--- src/rtl/riscv_soft_ex_wb_buffer_if.sv ---
// Execute-to-writeback link: ALU result capture, writeback handshake, flush
// and the two forwarding taps.
interface riscv_soft_ex_wb_buffer_if #(
  parameter int XPR_LEN    = 32,
  parameter int REG_ADDR_W = 5
);
  logic                  in_valid;
  logic                  in_ready;
  logic [XPR_LEN-1:0]    in_result;
  logic [REG_ADDR_W-1:0] in_rd;
  logic                  in_wen;
  logic                  flush;

  logic                  out_valid;
  logic                  out_ready;
  logic [XPR_LEN-1:0]    out_result;
  logic [REG_ADDR_W-1:0] out_rd;
  logic                  out_wen;

  logic                  byp0_valid;
  logic [REG_ADDR_W-1:0] byp0_rd;
  logic [XPR_LEN-1:0]    byp0_result;
  logic                  byp1_valid;
  logic [REG_ADDR_W-1:0] byp1_rd;
  logic [XPR_LEN-1:0]    byp1_result;

  modport master (
    output in_valid, in_result, in_rd, in_wen, flush, out_ready,
    input  in_ready, out_valid, out_result, out_rd, out_wen,
           byp0_valid, byp0_rd, byp0_result, byp1_valid, byp1_rd, byp1_result
  );

  modport slave (
    input  in_valid, in_result, in_rd, in_wen, flush, out_ready,
    output in_ready, out_valid, out_result, out_rd, out_wen,
           byp0_valid, byp0_rd, byp0_result, byp1_valid, byp1_rd, byp1_result
  );
endinterface

--- src/rtl/riscv_soft_ex_wb_buffer.sv ---
// Two-entry skid buffer between the integer ALU and writeback; both held
// entries are exported as forwarding sources.
//
// state | meaning
// EMPTY | no entry held
// ONE   | head valid, skid empty
// FULL  | head and skid valid; in_ready low
module riscv_soft_ex_wb_buffer #(
  parameter int XPR_LEN    = 32,
  parameter int REG_ADDR_W = 5
) (
  input logic                      clk,
  input logic                      reset,
  riscv_soft_ex_wb_buffer_if.slave bus
);

  typedef enum logic [1:0] {
    EMPTY = 2'd0,
    ONE   = 2'd1,
    FULL  = 2'd2
  } state_t;

  state_t state, state_nxt;

  logic [XPR_LEN-1:0]    head_result, skid_result;
  logic [REG_ADDR_W-1:0] head_rd, skid_rd;
  logic                  head_wen, skid_wen;
  logic                  head_valid, skid_valid;

  logic acc, deq, in_wen_eff;
  logic load_head_in, load_head_skid, load_skid;

  assign head_valid = (state == ONE) || (state == FULL);
  assign skid_valid = (state == FULL);

  // in_ready comes straight from the state register, so it is registered
  assign bus.in_ready = !skid_valid;
  assign acc          = bus.in_valid && bus.in_ready;
  assign deq          = head_valid && bus.out_ready;

  // x0 is never written back nor forwarded
  assign in_wen_eff = bus.in_wen && (bus.in_rd != '0);

  always_ff @(posedge clk or posedge reset) begin
    if (reset) begin
      state <= EMPTY;
    end else begin
      state <= state_nxt;
    end
  end

  always_comb begin
    state_nxt      = state;
    load_head_in   = 1'b0;
    load_head_skid = 1'b0;
    load_skid      = 1'b0;
    unique case (state)
      EMPTY: begin
        if (acc) begin
          state_nxt    = ONE;
          load_head_in = 1'b1;
        end
      end
      ONE: begin
        if (acc && !deq) begin
          state_nxt = FULL;
          load_skid = 1'b1;
        end else if (acc && deq) begin
          load_head_in = 1'b1;
        end else if (deq) begin
          state_nxt = EMPTY;
        end
      end
      FULL: begin
        if (deq) begin
          state_nxt      = ONE;
          load_head_skid = 1'b1;
        end
      end
      default: state_nxt = EMPTY;
    endcase
    // Data loads may still happen on a flush; only the valid state matters
    if (bus.flush) begin
      state_nxt = EMPTY;
    end
  end

  always_ff @(posedge clk or posedge reset) begin
    if (reset) begin
      head_result <= '0;
      head_rd     <= '0;
      head_wen    <= 1'b0;
    end else if (load_head_in) begin
      head_result <= bus.in_result;
      head_rd     <= bus.in_rd;
      head_wen    <= in_wen_eff;
    end else if (load_head_skid) begin
      head_result <= skid_result;
      head_rd     <= skid_rd;
      head_wen    <= skid_wen;
    end
  end

  always_ff @(posedge clk or posedge reset) begin
    if (reset) begin
      skid_result <= '0;
      skid_rd     <= '0;
      skid_wen    <= 1'b0;
    end else if (load_skid) begin
      skid_result <= bus.in_result;
      skid_rd     <= bus.in_rd;
      skid_wen    <= in_wen_eff;
    end
  end

  assign bus.out_valid  = head_valid;
  assign bus.out_result = head_result;
  assign bus.out_rd     = head_rd;
  assign bus.out_wen    = head_wen;

  assign bus.byp0_valid  = head_valid && head_wen;
  assign bus.byp0_rd     = head_rd;
  assign bus.byp0_result = head_result;

  assign bus.byp1_valid  = skid_valid && skid_wen;
  assign bus.byp1_rd     = skid_rd;
  assign bus.byp1_result = skid_result;

endmodule

--- src/flat_wrapper.sv ---
// flat-port wrapper written by rule: the top's interface ports become plain ports
module riscv_soft_ex_wb_buffer_flat 
#(
  parameter int XPR_LEN    = 32,
  parameter int REG_ADDR_W = 5
)
  (clk, reset, bus_in_valid, bus_in_result, bus_in_rd, bus_in_wen, bus_flush, bus_out_ready, bus_in_ready, bus_out_valid, bus_out_result, bus_out_rd, bus_out_wen, bus_byp0_valid, bus_byp0_rd, bus_byp0_result, bus_byp1_valid, bus_byp1_rd, bus_byp1_result);
  riscv_soft_ex_wb_buffer_if #(.XPR_LEN(XPR_LEN), .REG_ADDR_W(REG_ADDR_W)) bus_i ();
  input logic clk;
  input logic reset;
  input wire logic [$bits(bus_i.in_valid)-1:0] bus_in_valid;
  input wire logic [$bits(bus_i.in_result)-1:0] bus_in_result;
  input wire logic [$bits(bus_i.in_rd)-1:0] bus_in_rd;
  input wire logic [$bits(bus_i.in_wen)-1:0] bus_in_wen;
  input wire logic [$bits(bus_i.flush)-1:0] bus_flush;
  input wire logic [$bits(bus_i.out_ready)-1:0] bus_out_ready;
  output wire logic [$bits(bus_i.in_ready)-1:0] bus_in_ready;
  output wire logic [$bits(bus_i.out_valid)-1:0] bus_out_valid;
  output wire logic [$bits(bus_i.out_result)-1:0] bus_out_result;
  output wire logic [$bits(bus_i.out_rd)-1:0] bus_out_rd;
  output wire logic [$bits(bus_i.out_wen)-1:0] bus_out_wen;
  output wire logic [$bits(bus_i.byp0_valid)-1:0] bus_byp0_valid;
  output wire logic [$bits(bus_i.byp0_rd)-1:0] bus_byp0_rd;
  output wire logic [$bits(bus_i.byp0_result)-1:0] bus_byp0_result;
  output wire logic [$bits(bus_i.byp1_valid)-1:0] bus_byp1_valid;
  output wire logic [$bits(bus_i.byp1_rd)-1:0] bus_byp1_rd;
  output wire logic [$bits(bus_i.byp1_result)-1:0] bus_byp1_result;
  assign bus_i.in_valid = bus_in_valid;
  assign bus_i.in_result = bus_in_result;
  assign bus_i.in_rd = bus_in_rd;
  assign bus_i.in_wen = bus_in_wen;
  assign bus_i.flush = bus_flush;
  assign bus_i.out_ready = bus_out_ready;
  assign bus_in_ready = bus_i.in_ready;
  assign bus_out_valid = bus_i.out_valid;
  assign bus_out_result = bus_i.out_result;
  assign bus_out_rd = bus_i.out_rd;
  assign bus_out_wen = bus_i.out_wen;
  assign bus_byp0_valid = bus_i.byp0_valid;
  assign bus_byp0_rd = bus_i.byp0_rd;
  assign bus_byp0_result = bus_i.byp0_result;
  assign bus_byp1_valid = bus_i.byp1_valid;
  assign bus_byp1_rd = bus_i.byp1_rd;
  assign bus_byp1_result = bus_i.byp1_result;
  riscv_soft_ex_wb_buffer #(.XPR_LEN(XPR_LEN), .REG_ADDR_W(REG_ADDR_W)) u_core (.clk(clk), .reset(reset), .bus(bus_i));
endmodule
--- config.mk ---
export PLATFORM = sky130hd
export DESIGN_NAME = riscv_soft_ex_wb_buffer_flat
export DESIGN_NICKNAME = d
export VERILOG_FILES = /design/src/rtl/riscv_soft_ex_wb_buffer_if.sv /design/src/rtl/riscv_soft_ex_wb_buffer.sv /design/src/flat_wrapper.sv
export SDC_FILE = /design/constraint.sdc
export NUM_CORES = 1
export LEC_CHECK = 0
export CAP_MARGIN = 20
export CELL_PAD_IN_SITES_DETAIL_PLACEMENT = 0
export CELL_PAD_IN_SITES_GLOBAL_PLACEMENT = 1
export CORE_MARGIN = 2
export CORE_UTILIZATION = 29
export CTS_CLUSTER_DIAMETER = 60
export DETAILED_ROUTE_END_ITERATION = 12
export PLACE_DENSITY = 0.85
export SLEW_MARGIN = 20
export SYNTH_ARGS = -nofsm -noshare
export SYNTH_HDL_FRONTEND = slang
export SYNTH_SLANG_ARGS = --single-unit
--- constraint.sdc ---
create_clock -name clk -period 2.95 [get_ports clk]
set_input_delay 0.7375 -clock clk [delete_from_list [all_inputs] [get_ports clk]]
set_output_delay 0.7375 -clock clk [all_outputs]
set_load 0.02 [all_outputs]
==> results of run 1 <==
## logic make-up after synthesis
family | Yosys count | synth area share [%]
flip-flops | 78 | 51.54
multiplexers | 77 | 22.63
buffers and inverters | 59 | 11.13
AND/OR/NAND/NOR | 54 | 6.409
AO/OA/AOI/OAI | 46 | 6.640
adder cells (fa/ha/maj) | 5 | 1.652
## critical path, delay by kind of cell (launching register included)
family	cells	cell delay, ns
buf+inv	2	0.69
fa+ha+maj	1	0.39
flops	1	0.42
simple gates	1	0.15
## path summary, 6_finish.rpt
check                                           from  depth (start not counted)  slack (ns)                    endpoint
max                                  u_core.state[1]                          4        0.24              bus_byp0_valid
min                        u_core.bus.byp1_result[6]                          1        0.53   u_core.bus.byp1_result[6]
max reg2reg                          u_core.state[1]                          6        0.85       u_core.bus.byp1_rd[2]
min reg2reg                u_core.bus.byp1_result[6]                          1        0.53   u_core.bus.byp1_result[6]
max in group asynchronous                      reset                          3        1.48  u_core.bus.byp1_result[22]
min in group asynchronous                      reset                          2        0.82  u_core.bus.byp0_result[12]
## cell usage in the layout, fill, tap and decap left out
cell,synthesis,layout
bufinv_16,0,1
o21ai_0,2,2
o21ai_4,0,1
mux2_2,29,29
o311ai_0,1,1
clkbuf_8,0,2
a21oi_1,37,37
and3_4,1,1
or4_1,1,1
buf_12,1,4
nor2b_4,1,1
mux2i_1,38,38
nor2_1,40,40
o32ai_1,1,1
nand2_1,4,4
nor3_1,1,1
a21oi_2,1,1
and4b_1,1,1
buf_4,42,2
a21boi_0,2,2
nand3_2,0,1
o22ai_1,1,1
nor2b_1,2,2
clkinv_2,0,1
clkbuf_16,0,9
clkbuf_1,0,2
inv_1,6,5
clkdlybuf4s50_1,0,158
and2_1,1,1
or3_1,1,1
mux2_4,10,10
ha_1,5,5
dfrtp_1,78,78
## area by class of cell
cell class                      instances  share of cell area, %
Tap cell                              172                  3.854
Clock buffer                           13                  4.661
Sequential cell                        78                  34.95
Timing Repair Buffer                  164                  30.02
Inverter                                6                 0.4257
Multi-Input combinational cell        182                  25.54
Clock inverter                          1                 0.5378
## flip-flops by register name, summed over array words and instances, names as in the netlist
name                    flops
u_core.bus.byp0_result     32
u_core.bus.byp1_result     32
u_core.bus.byp0_rd          5
u_core.bus.byp1_rd          5
u_core.state                2
u_core.bus.out_wen          1
u_core.skid_wen             1
## per-layer routing
| metal | vias to the layer above | routed length (microns) |
|---|---|---|
| met1 | 1335 | 3786 |
| li1 | 1295 | - |
| met3 | 9 | 709 |
| met2 | 107 | 4219 |
| met5 | - | 0 |
| met4 | 0 | 112 |
## power by group
group          leakage (nW)  switching [mW]  internal (mW)
registers             0.896           0.422           1.61
logic                  1.47            1.83           1.95
clock network         0.142           0.395          0.693
## metrics by stage
stage | setup slack (ns) | power, mW | util (%) | hold slack, ns
3_5_place_dp | 0.3472 | 5.859 | 41.78 | 0.5220
2_1_floorplan | 0.2175 | 4.312 | - | 0.5073
3_3_place_gp | 0.3866 | 5.782 | 41.78 | 0.5148
5_1_grt | 0.1129 | 7.280 | 44.07 | 0.5433
4_1_cts | 0.2199 | 6.985 | 44.07 | 0.5356
6_report | 0.2360 | 6.891 | 44.07 | 0.5316
==> flow_summary.json, run 1 <==
{
  "p_per_area_nw_per_um2": 1234,
  "start_kind": "register",
  "slowest_delay_ns": 0.59,
  "ys_types": 30,
  "worst_pin_slew_ns": 0.6750,
  "synth-async-reset-ratio_pct": 100.0,
  "maxSlewHeadroom_pct": 54.95,
  "crit_chain": "inv_1 > ha_1 > and2_1 > clkdlybuf4s50_1",
  "cts.path.max_buffers": 2,
  "ioPinCount": 159,
  "multi_input_area_sq_um": 1426,
  "htreeDepth": 3,
  "grt_pass1_vias": 2854,
  "cp.arrival_ns": 1.98,
  "use_met2_pct": 21.53,
  "final.period_utilization_pct": 92.00,
  "status": "finished, final reports clean",
  "synth_area_leaders": "dfrtp_1 52%, mux2i_1 10%, mux2_2 8.6%",
  "setup_tns_ns": 0,
  "cts_tree": "yes",
  "ir_drop_mv": 0.5584,
  "vias_per_cell": 4.458,
  "drive_gt1_share_pct": 14.19,
  "synth_top_area_share_pct": 51.54,
  "grt_use_met1_pct": 15.24,
  "layout.area.seq_sq_um": 1952,
  "postCtsSetupBuffers": 0,
  "gp_congestion": 0.7760,
  "final-max-slew-violation-count": 0,
  "ys_seq_area_share_pct": 51.54,
  "synth_most_common_cell": "dfrtp_1",
  "grt_use_total_pct": 12.82,
  "cts_made_buffers": 9,
  "ant_nets": 0,
  "cp_slowest_cell": "clkdlybuf4s50_1",
  "start_util_pct": 29.89,
  "area_growth_pct": 47.44,
  "dieArea_sq_um": 13990,
  "io_buffers": 158,
  "endpoint_kind": "output port",
  "period_minus_slack_ns": 2.714,
  "cts.sinks": 78,
  "drtIter0Drc": 111,
  "netlist_area_sq_um": 3787,
  "syn_nets": 367,
  "critical_path_class": "reg2out",
  "synth_top_cell_by_area": "dfrtp_1",
  "placed_cell_area_sq_um": 5294,
  "n_antenna_cell": 0,
  "leakage_nw": 2.509,
  "nFillCells": 1204,
  "ys_ff_latch": 78,
  "grt_max_degree": 77,
  "clk_latency_ns": 0.32,
  "die_h_microns": 118.3,
  "grt-ovfl-total": 0,
  "fin_cells": 616,
  "fin_area_sq_um": 5584,
  "synth_flop_cell": "dfrtp_1",
  "cts_resized": 0,
  "syn_inst": 319,
  "dr.pass1.iters": 4,
  "hp-class": "reg2reg",
  "fp-row-count": 41,
  "root_buffer": "clkbuf_16",
  "grt_use_met3_pct": 4.344,
  "wl_per_cell_microns": 14.33,
  "vias": 2746,
  "maxCapViolCount": 0,
  "wirelength_microns": 8827,
  "final_hold_viol_count": 0,
  "setup_viol": 0,
  "fin_skew_ns": 0.004362,
  "ys_warn_count": 0,
  "crit_fanout": 6,
  "fmaxAchievable_mhz": 368.5,
  "die_w_microns": 118.3,
  "avgSynthCellArea_sq_um": 11.87,
  "antenna_found_initial": 0,
  "hold_buffers": 0,
  "top_usage_layer": "met2",
  "finalNetCount": 489,
  "drc": 0,
  "dp_hpwl_microns": 6316,
  "synth_edf_count": 0,
  "coreArea_sq_um": 12670,
  "rsz0062_at_grt": "false",
  "place.detailed.instances": 602,
  "cts.clk_slew.worst_paths_ns": 0.05,
  "synth_common_cells": "78 x dfrtp_1, 42 x buf_4, 40 x nor2_1",
  "cp.required_ns": 2.21,
  "grt_pass1_wl_microns": 14570
}
(Power assumes the default switching activity.)
==> inputs of run 2 (changes only) <==
--- a/config.mk
+++ b/config.mk
@@ -9,11 +9,12 @@
 export CELL_PAD_IN_SITES_DETAIL_PLACEMENT = 0
 export CELL_PAD_IN_SITES_GLOBAL_PLACEMENT = 1
 export CORE_MARGIN = 2
-export CORE_UTILIZATION = 29
+export CORE_UTILIZATION = 33
 export CTS_CLUSTER_DIAMETER = 60
 export DETAILED_ROUTE_END_ITERATION = 12
-export PLACE_DENSITY = 0.85
+export PLACE_DENSITY = 0.93
 export SLEW_MARGIN = 20
 export SYNTH_ARGS = -nofsm -noshare
 export SYNTH_HDL_FRONTEND = slang
 export SYNTH_SLANG_ARGS = --single-unit
+export TNS_END_PERCENT = 50
==> run 2 against run 1 <==
- total power grew 1.9%
- clock power grew 15%
- final cell count shrank 4.4%
- first-iteration DRC count grew 6.3%
- count of clock-buffer cells in the layout shrank 2
- sequential share of layout area shrank 0.086 points
- die area shrank 12%
- maximum frequency shrank 0.87%
- global-route usage grew 1.3 points
- critical path type unchanged
- highest routed layer unchanged
==> flow_summary.json, run 2 (synthesis gave the netlist of run 1 again) <==
{
  "seqPwrFrac_pct": 29.0,
  "rsz0062_at_grt": "false",
  "dr.pass1.iters": 4,
  "grt_pass1_wl_microns": 14120,
  "area_growth_pct": 47.80,
  "setup_tns_ns": 0,
  "dp_hpwl_microns": 6169,
  "start_util_pct": 33.45,
  "whs_path_depth": 1,
  "start_kind": "register",
  "status": "finished, final reports clean",
  "n_antenna_cell": 0,
  "grt_max_degree": 51,
  "worst_pin_slew_ns": 0.5012,
  "period_minus_slack_ns": 2.738,
  "io_buffers": 158,
  "final-max-slew-violation-count": 0,
  "grt_pass1_vias": 2864,
  "ant_nets": 0,
  "coreArea_sq_um": 11320,
  "clk_latency_ns": 0.33,
  "layout_setup_ws_ns": 0.2123,
  "final.period_utilization_pct": 92.80,
  "p_clk_share_pct": 17.8,
  "crit_fanout": 6,
  "fp-row-count": 39,
  "cts.clk_slew.worst_paths_ns": 0.06,
  "fin_skew_ns": 0.006056,
  "drive_gt1_share_pct": 14.57,
  "vias_per_cell": 4.593,
  "final_common_cell": "clkdlybuf4s50_1",
  "root_buffer": "clkbuf_16",
  "p_per_area_nw_per_um2": 1255,
  "finalPower_mw": 7.023,
  "hold_ws_ns": 0.5328,
  "endpoint_kind": "output port",
  "ioPinCount": 159,
  "pre_cts_ws_ns": 0.4338,
  "cts_made_buffers": 9,
  "critical_path_class": "reg2out",
  "wl_per_cell_microns": 14.69,
  "combPwrFrac_pct": 53.2,
  "grt_use_total_pct": 14.12,
  "leakage_nw": 2.536,
  "switching_share_pct": 37.83,
  "hold_end": "u_core.bus.byp1_rd[4]",
  "cts_tree": "yes",
  "fin_cells": 589,
  "maxSlewHeadroom_pct": 66.55,
  "hold_buffers": 0,
  "drc": 0,
  "gp_congestion": 0.8340,
  "min-delay-start": "u_core.bus.byp1_rd[4]",
  "antenna_found_initial": 0,
  "die_h_microns": 111.1,
  "switching_power_mw": 2.657,
  "postCtsSetupBuffers": 0,
  "nFillCells": 1019,
  "die_w_microns": 111.1,
  "fmaxAchievable_mhz": 365.3,
  "cts.sinks": 78,
  "hp-class": "reg2reg",
  "place.detailed.instances": 573,
  "wirelength_microns": 8651,
  "setup_viol": 0,
  "maxCapViolCount": 0,
  "cts_resized": 0,
  "cp.arrival_ns": 2.00,
  "cts.path.max_buffers": 2,
  "multi_input_area_sq_um": 1426,
  "reg2reg_to": "u_core.bus.byp0_result[13]",
  "dieArea_sq_um": 12350,
  "htreeDepth": 3,
  "cp.required_ns": 2.21,
  "p_int_mw": 4.366,
  "rr_worst_depth": 6,
  "drtIter0Drc": 118,
  "ir_drop_mv": 0.5607,
  "finalNetCount": 489,
  "layout.area.seq_sq_um": 1952,
  "r2r_setup_slack_ns": 0.85,
  "vias": 2705,
  "final_hold_viol_count": 0,
  "r2r-start": "u_core.state[1]",
  "layout_common_cells": "158 x clkdlybuf4s50_1, 78 x dfrtp_1, 40 x nor2_1, 38 x mux2i_1, 37 x a21oi_1",
  "grt-ovfl-total": 0
}
==> run 2: changes by cell type in the layout (fill, tap and decap cells not counted), sizes merged <==
cell / previous run / this run
bufinv: 1 / 3
clkbuf: 13 / 11
clkinv: 1 / 3
==> run 2: worst max path at each step <==
stage	start	to	slack, ns	cells past startpoint
CTS	u_core.state[1]	bus_byp0_valid	0.20	4
detailed placement	bus_in_valid	u_core.bus.byp1_result[23]	0.43	5
global route	u_core.state[1]	bus_byp0_valid	0.09	4
floorplan	reset	u_core.bus.byp0_rd[0]	0.22	1
finish	u_core.state[1]	bus_byp0_valid	0.21	4
global placement	bus_out_ready	u_core.bus.byp0_result[13]	0.48	5
==> run 2: stage by stage <==
stage,instance area [sq um],util (%)
2_1_floorplan,3787,-
3_3_place_gp,5258,46.44
3_5_place_dp,5258,46.44
4_1_cts,5598,49.45
5_1_grt,5598,49.45
6_report,5598,49.45
==> run 2: cell type report <==
type | count | area share, %
Clock inverter | 5 | 1.922
Sequential cell | 78 | 34.87
Inverter | 6 | 0.4247
Timing Repair Buffer | 164 | 29.95
Multi-Input combinational cell | 182 | 25.48
Tap cell | 143 | 3.196
Clock buffer | 11 | 4.157
==> run 2: power by group through the flow <==
stage	registers (mW)	clock network (mW)	logic (mW)
4_1_cts	2.05	1.28	3.78
3_5_place_dp	2.07	0	3.77
3_3_place_gp	2.03	0	3.72
5_1_grt	2.13	1.34	3.95
2_1_floorplan	2.61	0	1.70
6_report	2.04	1.25	3.74
==> run 2: routing by layer <==
metal	GRT usage, %	share of wire (%)
met3	5.303	8.4
met4	3.621	0.88
met2	24.38	50
met1	16.64	41
met5	0	0
==> run 2: critical path: stages, from the launching register on <==
cell and delay, ns:
dfrtp_1 0.43, inv_1 0.09, ha_1 0.41, and2_1 0.16, clkdlybuf4s50_1 0.59
==> inputs of run 3 (changes only) <==
--- a/config.mk
+++ b/config.mk
@@ -9,10 +9,10 @@
 export CELL_PAD_IN_SITES_DETAIL_PLACEMENT = 0
 export CELL_PAD_IN_SITES_GLOBAL_PLACEMENT = 1
 export CORE_MARGIN = 2
-export CORE_UTILIZATION = 33
+export CORE_UTILIZATION = 29
 export CTS_CLUSTER_DIAMETER = 60
 export DETAILED_ROUTE_END_ITERATION = 12
-export PLACE_DENSITY = 0.93
+export PLACE_DENSITY = 0.88
 export SLEW_MARGIN = 20
 export SYNTH_ARGS = -nofsm -noshare
 export SYNTH_HDL_FRONTEND = slang
==> constraint.sdc (replaced) <==
create_clock -name clk -period 2.21 [get_ports clk]
set_input_delay 0.5525 -clock clk [delete_from_list [all_inputs] [get_ports clk]]
set_output_delay 0.5525 -clock clk [all_outputs]
set_load 0.02 [all_outputs]
==> run 3 against run 2 <==
- sequential cell count is the same
- count of clock-buffer cells in the layout is the same
- non-clock buffer count grew 4
- worst setup slack lost 0.14 ns
- final area grew 0.36%
- highest routed layer unchanged
- combinational power grew 36%
- hold slack lost 0.00080 ns
==> flow_summary.json, run 3 (synthesis gave the netlist of run 1 again) <==
{
  "place.detailed.instances": 606,
  "die_h_microns": 118.3,
  "fin_cells": 621,
  "dr.pass1.iters": 4,
  "grt-ovfl-total": 0,
  "cts.path.max_buffers": 2,
  "final_common_cell": "clkdlybuf4s50_1",
  "dp_hpwl_microns": 6486,
  "slowest_delay_ns": 0.40,
  "setup_viol": 0,
  "ioPinCount": 159,
  "wirelength_microns": 9011,
  "worst_pin_slew_ns": 0.4222,
  "critical_path_class": "reg2out",
  "io_buffers": 158,
  "crit_top_cell": "inv_1",
  "grt_max_degree": 79,
  "drive_gt1_share_pct": 15.81,
  "leakage_nw": 2.539,
  "htreeDepth": 3,
  "coreArea_sq_um": 12670,
  "vias_per_cell": 4.490,
  "status": "finished, final reports clean",
  "final_hold_viol_count": 0,
  "area_growth_pct": 48.33,
  "n_antenna_cell": 0,
  "final.period_utilization_pct": 96.95,
  "cp.required_ns": 1.66,
  "cts.sinks": 78,
  "layout_common_cells": "154 x clkdlybuf4s50_1, 78 x dfrtp_1, 40 x nor2_1, 38 x mux2i_1, 37 x a21oi_1",
  "path_buf_inv": 3,
  "maxSlewHeadroom_pct": 71.85,
  "wl_per_cell_microns": 14.51,
  "antenna_found_initial": 0,
  "clk_latency_ns": 0.33,
  "period_minus_slack_ns": 2.143,
  "cp_slowest_cell": "dfrtp_1",
  "start_util_pct": 29.89,
  "fmaxAchievable_mhz": 466.7,
  "fin_skew_ns": 0.004841,
  "grt_pass1_vias": 2965,
  "rsz0062_at_grt": "false",
  "ir_drop_mv": 0.6831,
  "fp-row-count": 41,
  "root_buffer": "clkbuf_16",
  "ant_nets": 0,
  "cts.clk_slew.worst_paths_ns": 0.05,
  "critical-path-top-delay-family": "buffers and inverters",
  "maxCapViolCount": 0,
  "cp.arrival_ns": 1.59,
  "dieArea_sq_um": 13990,
  "final-max-slew-violation-count": 0,
  "vias": 2788,
  "grt_pass1_wl_microns": 15120,
  "hp-class": "reg2reg",
  "die_w_microns": 118.3,
  "crit_fanout": 4,
  "setup_tns_ns": 0,
  "cts_tree": "yes",
  "p_per_area_nw_per_um2": 1632,
  "crit_chain": "inv_1 > ha_1 > inv_1 > nor2_1 > dlygate4sd2_1",
  "drtIter0Drc": 96,
  "grt_use_total_pct": 13.40,
  "endpoint_kind": "output port",
  "gp_congestion": 0.8414,
  "drc": 0,
  "finalNetCount": 493,
  "start_kind": "register",
  "cts_made_buffers": 9
}
## run 3: changes by cell type in the layout (fill, tap and decap cells not counted), moves of 2 or more
cell,change
clkinvlp_4,+2
bufinv_16,-3
clkdlybuf4s50_1,-4
buf_4,+2
clkinv_4,-2
clkbuf_8,+2
buf_12,+2
dlygate4sd2_1,+3
clkbuf_1,-2
clkinv_2,+2
## run 3: worst paths after layout
path,cells after the start,slack [ns],start,to
worst max-delay path,5,0.07,u_core.state[0],bus_byp1_valid
worst min-delay path,1,0.53,u_core.bus.byp1_result[8],u_core.bus.byp1_result[8]
worst max register to register,7,0.16,u_core.state[0],u_core.bus.byp1_result[24]
worst min register to register,1,0.53,u_core.bus.byp1_result[8],u_core.bus.byp1_result[8]
max in group asynchronous,3,1.20,reset,u_core.bus.byp0_result[22]
min in group asynchronous,3,0.68,reset,u_core.bus.byp1_result[20]
## run 3: layer usage
metal / routed length [microns] / part of all wire [%] / track usage, %
met5: 0 / 0 / 0
met4: 136 / 1.5 / 5.723
met3: 758 / 8.4 / 4.730
met2: 4464 / 50 / 22.51
met1: 3651 / 41 / 15.41
## run 3: metrics by stage
step	setup WS [ns]	hold WS, ns	power [mW]	area [sq um]	util (%)
after floorplan	0.3206	0.5073	5.756	3791	-
after global placement	0.06514	0.5172	7.780	5351	42.23
after detailed placement	0.01509	0.5220	7.912	5351	42.23
after CTS	0.0008300	0.5386	9.308	5622	44.37
after global routing	0.009192	0.5556	9.700	5618	44.34
final	0.06731	0.5320	9.167	5618	44.34
## run 3: timing repair
item,in CTS,in global routing
setup endpoints to repair,4,1
buffers inserted,0,0
endpoints found under the hold margin,0,0
resized for setup,4,2
hold buffers,0,0
pin swaps,0,0
## run 3: final cells by class
| cell class | count | area [sq um] |
|---|---|---|
| Sequential cell | 78 | 1952 |
| Clock buffer | 11 | 252.7 |
| Multi-Input combinational cell | 182 | 1426 |
| Clock inverter | 4 | 22.52 |
| Fill cell | 1209 | 7053 |
| Tap cell | 172 | 215.2 |
| Inverter | 6 | 26.28 |
| Timing Repair Buffer | 168 | 1723 |
## run 3: power by group
part	switching [mW]	leakage [nW]	total [mW]	internal, mW
combinational	2.46	1.51	5.08	2.62
sequential	0.588	0.896	2.73	2.15
clock	0.543	0.137	1.35	0.808
total	3.59	2.54	9.17	5.58
